### config.mk
export PLATFORM = sky130hd
export DESIGN_NAME = oled_spi_tx
export DESIGN_NICKNAME = d
export VERILOG_FILES = /design/src/rtl/oled_pkg.sv /design/src/rtl/oled_spi_tx.sv
export SDC_FILE = /design/constraint.sdc
export NUM_CORES = 1
export LEC_CHECK = 0
export ABC_AREA = 1
export CORE_ASPECT_RATIO = 0.9
export CORE_MARGIN = 4
export CORE_UTILIZATION = 55
export CTS_BUF_LIST = sky130_fd_sc_hd__clkbuf_8
export DETAILED_ROUTE_END_ITERATION = 16
export MAX_ROUTING_LAYER = met4
export PLACE_DENSITY_LB_ADDON = 0.05
export SYNTH_ARGS = -nofsm -noshare
export SYNTH_HDL_FRONTEND = slang
export SYNTH_SLANG_ARGS = --single-unit
### constraint.sdc
create_clock -name clk -period 1.6 [get_ports clk]
set_input_delay 0.24 -clock clk [delete_from_list [all_inputs] [get_ports clk]]
set_output_delay 0.24 -clock clk [all_outputs]
set_load 0.005 [all_outputs]
### src/rtl/oled_pkg.sv
// Shared definitions for the OLED SPI path: D/C# encodings and transmitter states.
package oled_pkg;

  localparam logic OLED_CMD = 1'b0;
  localparam logic OLED_DAT = 1'b1;

  typedef enum logic [2:0] {
    TX_IDLE,
    TX_SETUP,
    TX_SHIFT,
    TX_HOLD,
    TX_GAP
  } oled_tx_state_t;

  function automatic int unsigned max4(input int unsigned a, input int unsigned b,
                                       input int unsigned c, input int unsigned d);
    int unsigned m;
    m = a;
    if (b > m) m = b;
    if (c > m) m = c;
    if (d > m) m = d;
    return m;
  endfunction

endpackage

### src/rtl/oled_spi_tx.sv
// Byte-wide 4-wire SPI transmitter (mode 0, MSB first) with CS# setup/hold/gap timing
// and a one-shot arm flag so a held request is sent only once.
module oled_spi_tx
  import oled_pkg::*;
#(
  parameter int unsigned SCLK_HALF = 2,
  parameter int unsigned CS_SETUP  = 2,
  parameter int unsigned CS_HOLD   = 2,
  parameter int unsigned CS_GAP    = 2
) (
  input  logic       clk,
  input  logic       rst_n,
  input  logic       send_en,
  input  logic       send_dc,
  input  logic [7:0] send_data,
  output logic       send_busy,
  output logic       oled_cs_n,
  output logic       oled_sclk,
  output logic       oled_mosi,
  output logic       oled_dc
);

  localparam int unsigned MaxCnt = max4(SCLK_HALF, CS_SETUP, CS_HOLD, CS_GAP);
  localparam int unsigned CntW   = $clog2(MaxCnt + 1);

  localparam logic [CntW-1:0] SetupEnd = CntW'(CS_SETUP - 1);
  localparam logic [CntW-1:0] HalfEnd  = CntW'(SCLK_HALF - 1);
  localparam logic [CntW-1:0] HoldEnd  = CntW'(CS_HOLD - 1);
  localparam logic [CntW-1:0] GapEnd   = CntW'(CS_GAP - 1);

  if (SCLK_HALF < 1) begin : g_chk_half
    $error("SCLK_HALF must be >= 1");
  end
  if (CS_SETUP < 1) begin : g_chk_setup
    $error("CS_SETUP must be >= 1");
  end
  if (CS_HOLD < 1) begin : g_chk_hold
    $error("CS_HOLD must be >= 1");
  end
  if (CS_GAP < 1) begin : g_chk_gap
    $error("CS_GAP must be >= 1");
  end

  oled_tx_state_t  state_q, state_d;
  logic [CntW-1:0] cnt_q, cnt_d;
  logic [2:0]      bit_q, bit_d;
  logic [7:0]      shift_q, shift_d;
  logic            arm_q, arm_d;
  logic            busy_q, busy_d;
  logic            cs_n_q, cs_n_d;
  logic            sclk_q, sclk_d;
  logic            dc_q, dc_d;
  logic            accept;

  always_comb begin
    state_d = state_q;
    cnt_d   = cnt_q + 1'b1;
    bit_d   = bit_q;
    shift_d = shift_q;
    busy_d  = busy_q;
    cs_n_d  = cs_n_q;
    sclk_d  = sclk_q;
    dc_d    = dc_q;

    accept = send_en & arm_q & (state_q == TX_IDLE);
    // Re-arm only once the request has been seen low.
    arm_d  = ~send_en | (arm_q & ~accept);

    case (state_q)
      TX_IDLE: begin
        cnt_d = '0;
        if (accept) begin
          state_d = TX_SETUP;
          shift_d = send_data;
          bit_d   = 3'd7;
          busy_d  = 1'b1;
          cs_n_d  = 1'b0;
          dc_d    = send_dc;
        end
      end
      TX_SETUP: begin
        if (cnt_q == SetupEnd) begin
          state_d = TX_SHIFT;
          cnt_d   = '0;
        end
      end
      TX_SHIFT: begin
        if (cnt_q == HalfEnd) begin
          cnt_d = '0;
          if (!sclk_q) begin
            sclk_d = 1'b1;
          end else begin
            sclk_d = 1'b0;
            if (bit_q == 3'd0) begin
              state_d = TX_HOLD;
            end else begin
              bit_d   = bit_q - 3'd1;
              // MOSI is shift_q[7]; shifting presents the next bit at the start of a low half.
              shift_d = {shift_q[6:0], 1'b0};
            end
          end
        end
      end
      TX_HOLD: begin
        if (cnt_q == HoldEnd) begin
          state_d = TX_GAP;
          cnt_d   = '0;
          cs_n_d  = 1'b1;
          shift_d = '0;
        end
      end
      TX_GAP: begin
        if (cnt_q == GapEnd) begin
          state_d = TX_IDLE;
          cnt_d   = '0;
          busy_d  = 1'b0;
        end
      end
      default: begin
        state_d = TX_IDLE;
        cnt_d   = '0;
      end
    endcase
  end

  always_ff @(posedge clk or negedge rst_n) begin
    if (!rst_n) begin
      state_q <= TX_IDLE;
      cnt_q   <= '0;
      bit_q   <= '0;
      shift_q <= '0;
      arm_q   <= 1'b1;
      busy_q  <= 1'b0;
      cs_n_q  <= 1'b1;
      sclk_q  <= 1'b0;
      dc_q    <= 1'b0;
    end else begin
      state_q <= state_d;
      cnt_q   <= cnt_d;
      bit_q   <= bit_d;
      shift_q <= shift_d;
      arm_q   <= arm_d;
      busy_q  <= busy_d;
      cs_n_q  <= cs_n_d;
      sclk_q  <= sclk_d;
      dc_q    <= dc_d;
    end
  end

  assign send_busy = busy_q;
  assign oled_cs_n = cs_n_q;
  assign oled_sclk = sclk_q;
  assign oled_mosi = shift_q[7];
  assign oled_dc   = dc_q;

endmodule

After elaboration in Yosys (flattened, before gate mapping) --
Cells that the tools add are included.
Storage, ports and cells: register bits after elaboration 21, input port bits 12, logic and storage cells 72
Operators by class: add/subtract/negate cells 2, equal/unequal tests 13, multiplexer cells 28, bitwise gates (word level) 6, reduce and logical (&&, ||, !) cells 14
Operator list (count):
- $mux 8 | 5
- $mux 3 | 11
- $pmux 8 s3 | 1
- $ne 2x2->1 const B | 8
- $pmux 3 s5 | 1
- $reduce_and 7->1 | 1
- $eq 3x2->1 const B | 2
- $logic_not 3->1 | 2
- $pmux 3 s2 | 1
- $reduce_and 3->1 | 2
- $reduce_and 6->1 | 1
- $reduce_bool 2->1 | 3
- $mux 1 | 5
- $reduce_and 5->1 | 1
- $mux 2 | 2
- $pmux 1 s2 | 2
- $reduce_and 2->1 | 2
- $reduce_or 4->1 | 1
- $and 1x1->1 | 3
- $eq 3x1->1 const B | 1
- $eq 3x3->1 const B | 1
- $reduce_bool 3->1 | 1
- $sub 3x1->3 const B | 1
- $add 2x1->2 const B | 1
- 3 further kinds | 4

Depth between registers and ports, before layout --
depth in word-level cells 5, mapped depth 11

Least setup slack after synthesis --
Ideal clock, no wire load.
path kind flip-flop to flip-flop, from register bit_q[0], to register shift_q[2], arrival time 1366 ps, setup slack 160 ps, stages on the path, launching flop included 12, path buffers 1, cell sequence dfrtp_1 inv_1 ha_1 ha_1 inv_1 nand2_1 nand2_4 nand2_4 nor2_4 buf_12 nand2_2 o21ai_2
Between the ends: word-level cells in the longest chain between the ends 3
RTL lines:
- start, declared | line oled_spi_tx.sv:46 | logic [2:0] bit_q, bit_d;
- start signal, assigned | line oled_spi_tx.sv:140 | bit_q <= bit_d;
- $logic_not 3->1 | line oled_spi_tx.sv:94 | if (bit_q == 3'd0) begin
- $ne 2x2->1 (no source line)
- $reduce_and 6->1 (no source line)
- end signal, assigned | line oled_spi_tx.sv:141 | shift_q <= shift_d;
- end, declared | line oled_spi_tx.sv:47 | logic [7:0] shift_q, shift_d;
Every way passes these cells. A chain may end at the register's enable or synchronous reset.

Final worst setup path --
from register cs_n_q, in the netlist oled_cs_n, to output port oled_cs_n
RTL lines:
- start, declared | line oled_spi_tx.sv:50 | logic cs_n_q, cs_n_d;
- start signal, assigned | line oled_spi_tx.sv:144 | cs_n_q <= cs_n_d;
- end, declared | line oled_spi_tx.sv:17 | output logic oled_cs_n,
No word-level cell between the ends.

==> summary.md <==
| Metric | Value |
|---|---|
| Outcome | complete, no violations |
| Number of global-route vias before repair | 909 |
| CP peak stage delay | 0.54 ns |
| Internal | 1.801 mW |
| Standard cell with the maximum stage delay on the critical path | dfstp_2 |
| Diode count | 0 |
| Share of final-layout standard cells stronger than drive strength 1 | 20.73% |
| Number of antenna violations at the first check in global routing | 0 |
| Standard-cell row count | 15 |
| Detailed-route wire length per cell | 12.15 um |
| Net Sw Power | 1.400 mW |
| Avg Synthesized Cell Area | 8.048 sq um |
| Detailed-route DRC error count | 0 |
| DIE AREA | 2855 sq um |
| Worst-case reg-to-reg path depth | 11 |
| Number of nets in the finished design | 179 |
| Fraction of the cycle the final worst path needs | 95.41% |
| Sequential share of the synthesized area | 46.53% |
| Wirelength, routed | 2296 um |
| Pin count of the biggest net entering global routing | 22 |
| Number of vias per cell | 5.138 |
| Width of the chip | 55.88 um |
| Clock sink count | 21 |
| Minimum clock period after layout | 1.526 ns |
| Max Fclk | 655.1 MHz |
| Number of buffers inserted by port buffering | 16 |
| Starting DRC count in detailed routing | 23 |
| Class of the most critical hold timing path | in2async |
| Vertical die dimension | 51.10 um |
| Number of I/O pins | 17 |
| Headroom to the max-slew limit | 82.15% |
| Switching part of the total power | 43.73% |
| Worst setup EP type | output pin |
| Endpoint of the worst-slack reg-to-reg timing path | shift_q[3]$_DFFE_PN0P_ |
| Drt first pass iters | 4 |
| Placed wire-length estimate after detailed placement | 1763 um |
| Area of combinational cells with multiple inputs | 528.0 sq um |
| Ordered cell list for the critical path | clkdlybuf4s50_1 |
| Starting utilization of the core area | 58.71% |
| Required arrival time at the worst endpoint | 1.36 ns |
| Share of total power in combinational logic | 59.9% |
| Final hold viol count | 0 |
| Number of distinct standard cells referenced by the synthesized netlist | 19 |
| Max Cap Violations | 0 |
| Number of warnings reported in the yosys synthesis log | 0 |
| Max-slew violation total from the final report | 0 |
| Setup TNS after final layout | 0 ns |
| Clock transition at the registers of the reported paths | 0.07 ns |
| Synthesized net count | 155 |
| Overall Global Routing Usage | 18.49% |
| Pwr per Cell Area | 2237 nW/um^2 |
| Cell area after synthesis | 1135 sq um |
| Class of the most critical setup path | reg2out |
| Critical-path maximum fanout | 2 |
| CTS tree | built |
| R2R Path Start | bit_q[0]$_DFFE_PN0P_ |
| Category of cells accounting for the largest share of critical-path delay | flip-flops |
| CP arrival | 1.29 ns |
| Count of antenna-violating nets left after detailed routing | 0 |
| Number of buffers and inverters on the critical path | 1 |
| Max Root-Sink Buffers | 2 |
| Remaining global-route overflow | 0 |
| Final critical-path setup slack | 0.07350 ns |
| Sequential Area | 528.0 sq um |
| Max rail drop VDD | 0.001278 V |
| Sequential Power Share | 29.7% |
| Final count of negative-setup-slack endpoints | 0 |
| Routability Congestion | 0.7513 |
| Post-synthesis cell count | 141 |
| Root buffer cell | clkbuf_8 |
| Via count | 971 |
| Worst reg2reg setup slack | 0.08 ns |
| Skew final | 0.002951 ns |
| Area growth from synthesis to layout | 26.13% |
| Fillers | 156 |
| Placeable core area | 1933 sq um |
| Leak pwr | 0.7229 nW |
| Number of buffers created by CTS | 3 |
| Clock network power share | 10.4% |
| Clock insertion delay at the later pin of the skew report | 0.26 ns |
| # H-tree levels | 1 |
| Flip-flop and latch count after synthesis | 21 |
| Pre-CTS worst setup slack | -0.003547 ns |
| First-pass GRT wire length | 3912 um |
| Slew at the pin closest to its max-slew limit | 0.2677 ns |
| Startpoint class of the critical path | register |
## worst max-delay path by stage
stage | from | end | slack [ns] | cells after the start
finish | oled_cs_n$_DFFE_PN1P_ | oled_cs_n | 0.07 | 1
global route | state_q[2]$_DFFE_PN0P_ | bit_q[2]$_DFFE_PN0P_ | -0.008 | 8
CTS | bit_q[0]$_DFFE_PN0P_ | shift_q[5]$_DFFE_PN0P_ | 0.02 | 11
detailed placement | send_en | state_q[1]$_DFFE_PN0P_ | -0.004 | 8
global placement | send_en | state_q[1]$_DFFE_PN0P_ | 0.03 | 8
floorplan | bit_q[0]$_DFFE_PN0P_ | shift_q[2]$_DFFE_PN0P_ | 0.16 | 11
## state kept, by name, indices dropped and copies added, names as in the netlist
name       flops
arm_q          1
bit_q          3
cnt_q          2
oled_cs_n      1
oled_dc        1
oled_sclk      1
send_busy      1
shift_q        8
state_q        3
## cells in the final DEF (no fill, tap or decap), types with 3 or more instances in the layout
cell type,netlist,final
dfrtp_1,19,19
inv_1,19,19
nand2_1,51,50
o21ai_0,9,8
nand2_2,4,5
o21ai_2,7,7
clkbuf_8,0,3
nor2_1,5,4
inv_2,2,3
nand3_1,10,10
clkdlybuf4s50_1,0,16
nand2_4,3,3
## worst register-to-register path, cell delays in order (launching register included)
cell and delay (ns):
dfrtp_1 0.37, inv_1 0.06, ha_2 0.18, ha_4 0.16, inv_2 0.05, nand2_2 0.06, nand2_4 0.07, nand2_4 0.06
nor2_4 0.16, clkbuf_16 0.18, nand2_2 0.05, o21ai_2 0.05
## synth_stat cells
cell | instances | area [sq um]
inv_2 | 2 | 7.510
ha_1 | 2 | 25.02
nand2_1 | 51 | 191.4
inv_1 | 19 | 71.32
nand2_4 | 3 | 33.78
nor2_4 | 2 | 22.52
xnor2_1 | 1 | 8.760
a21oi_1 | 1 | 5.000
buf_12 | 1 | 20.02
nand2_2 | 4 | 25.02
dfstp_2 | 2 | 52.55
nand3_2 | 1 | 10.01
o21ai_2 | 7 | 61.31
nor2_2 | 1 | 6.260
nand3_1 | 10 | 50.05
nor2_1 | 5 | 18.77
o21ai_0 | 9 | 45.04
nor3_1 | 1 | 5.000
dfrtp_1 | 19 | 475.5
## cells by family after synthesis
kind of cell | synth area share [%]
simple gates | 31.97
xor+xnor | 0.7719
compound gates | 9.812
flops | 46.53
buf+inv | 8.710
fa+ha+maj | 2.205
## final cells by class
cell class / instances / share of cell area, %
Sequential cell: 21 / 36.89
Multi-Input combinational cell: 98 / 36.89
Timing Repair Buffer: 20 / 15.38
Inverter: 21 / 5.507
Clock buffer: 3 / 2.885
Tap cell: 25 / 2.185
Clock inverter: 1 / 0.2622
## what timing repair did
action	CTS	global route
hold buffers	0	0
endpoints found under the setup margin	0	13
setup buffers	0	1
gates resized for setup	0	7
## power groups by stage
stage,clock network [mW],registers [mW],logic (mW)
2_1_floorplan,0,0.933,1.30
3_3_place_gp,0,0.948,1.65
3_5_place_dp,0,0.957,1.73
4_1_cts,0.347,0.946,1.74
5_1_grt,0.377,0.986,2.15
6_report,0.334,0.949,1.92
## routing by layer
layer  up-vias  track usage (%)  wire length, um
met5         -                -                0
met4         0            6.719               47
met3         7            5.808              105
met2        15            32.28             1161
met1       462            20.06              982
li1        487                -                -
## stage by stage
stage	total power [mW]	cell area (sq um)	util [%]	instances	hold slack (ns)
CTS	3.031	1379	71.33	187	0.3342
finish	3.201	1431	74.05	189	0.3278
global route	3.517	1431	74.05	189	0.3559
global placement	2.594	1334	69.00	183	0.4399
detailed placement	2.689	1334	69.00	183	0.4474
floorplan	2.237	1135	-	141	-0.05559
(Power assumes the default switching activity.)
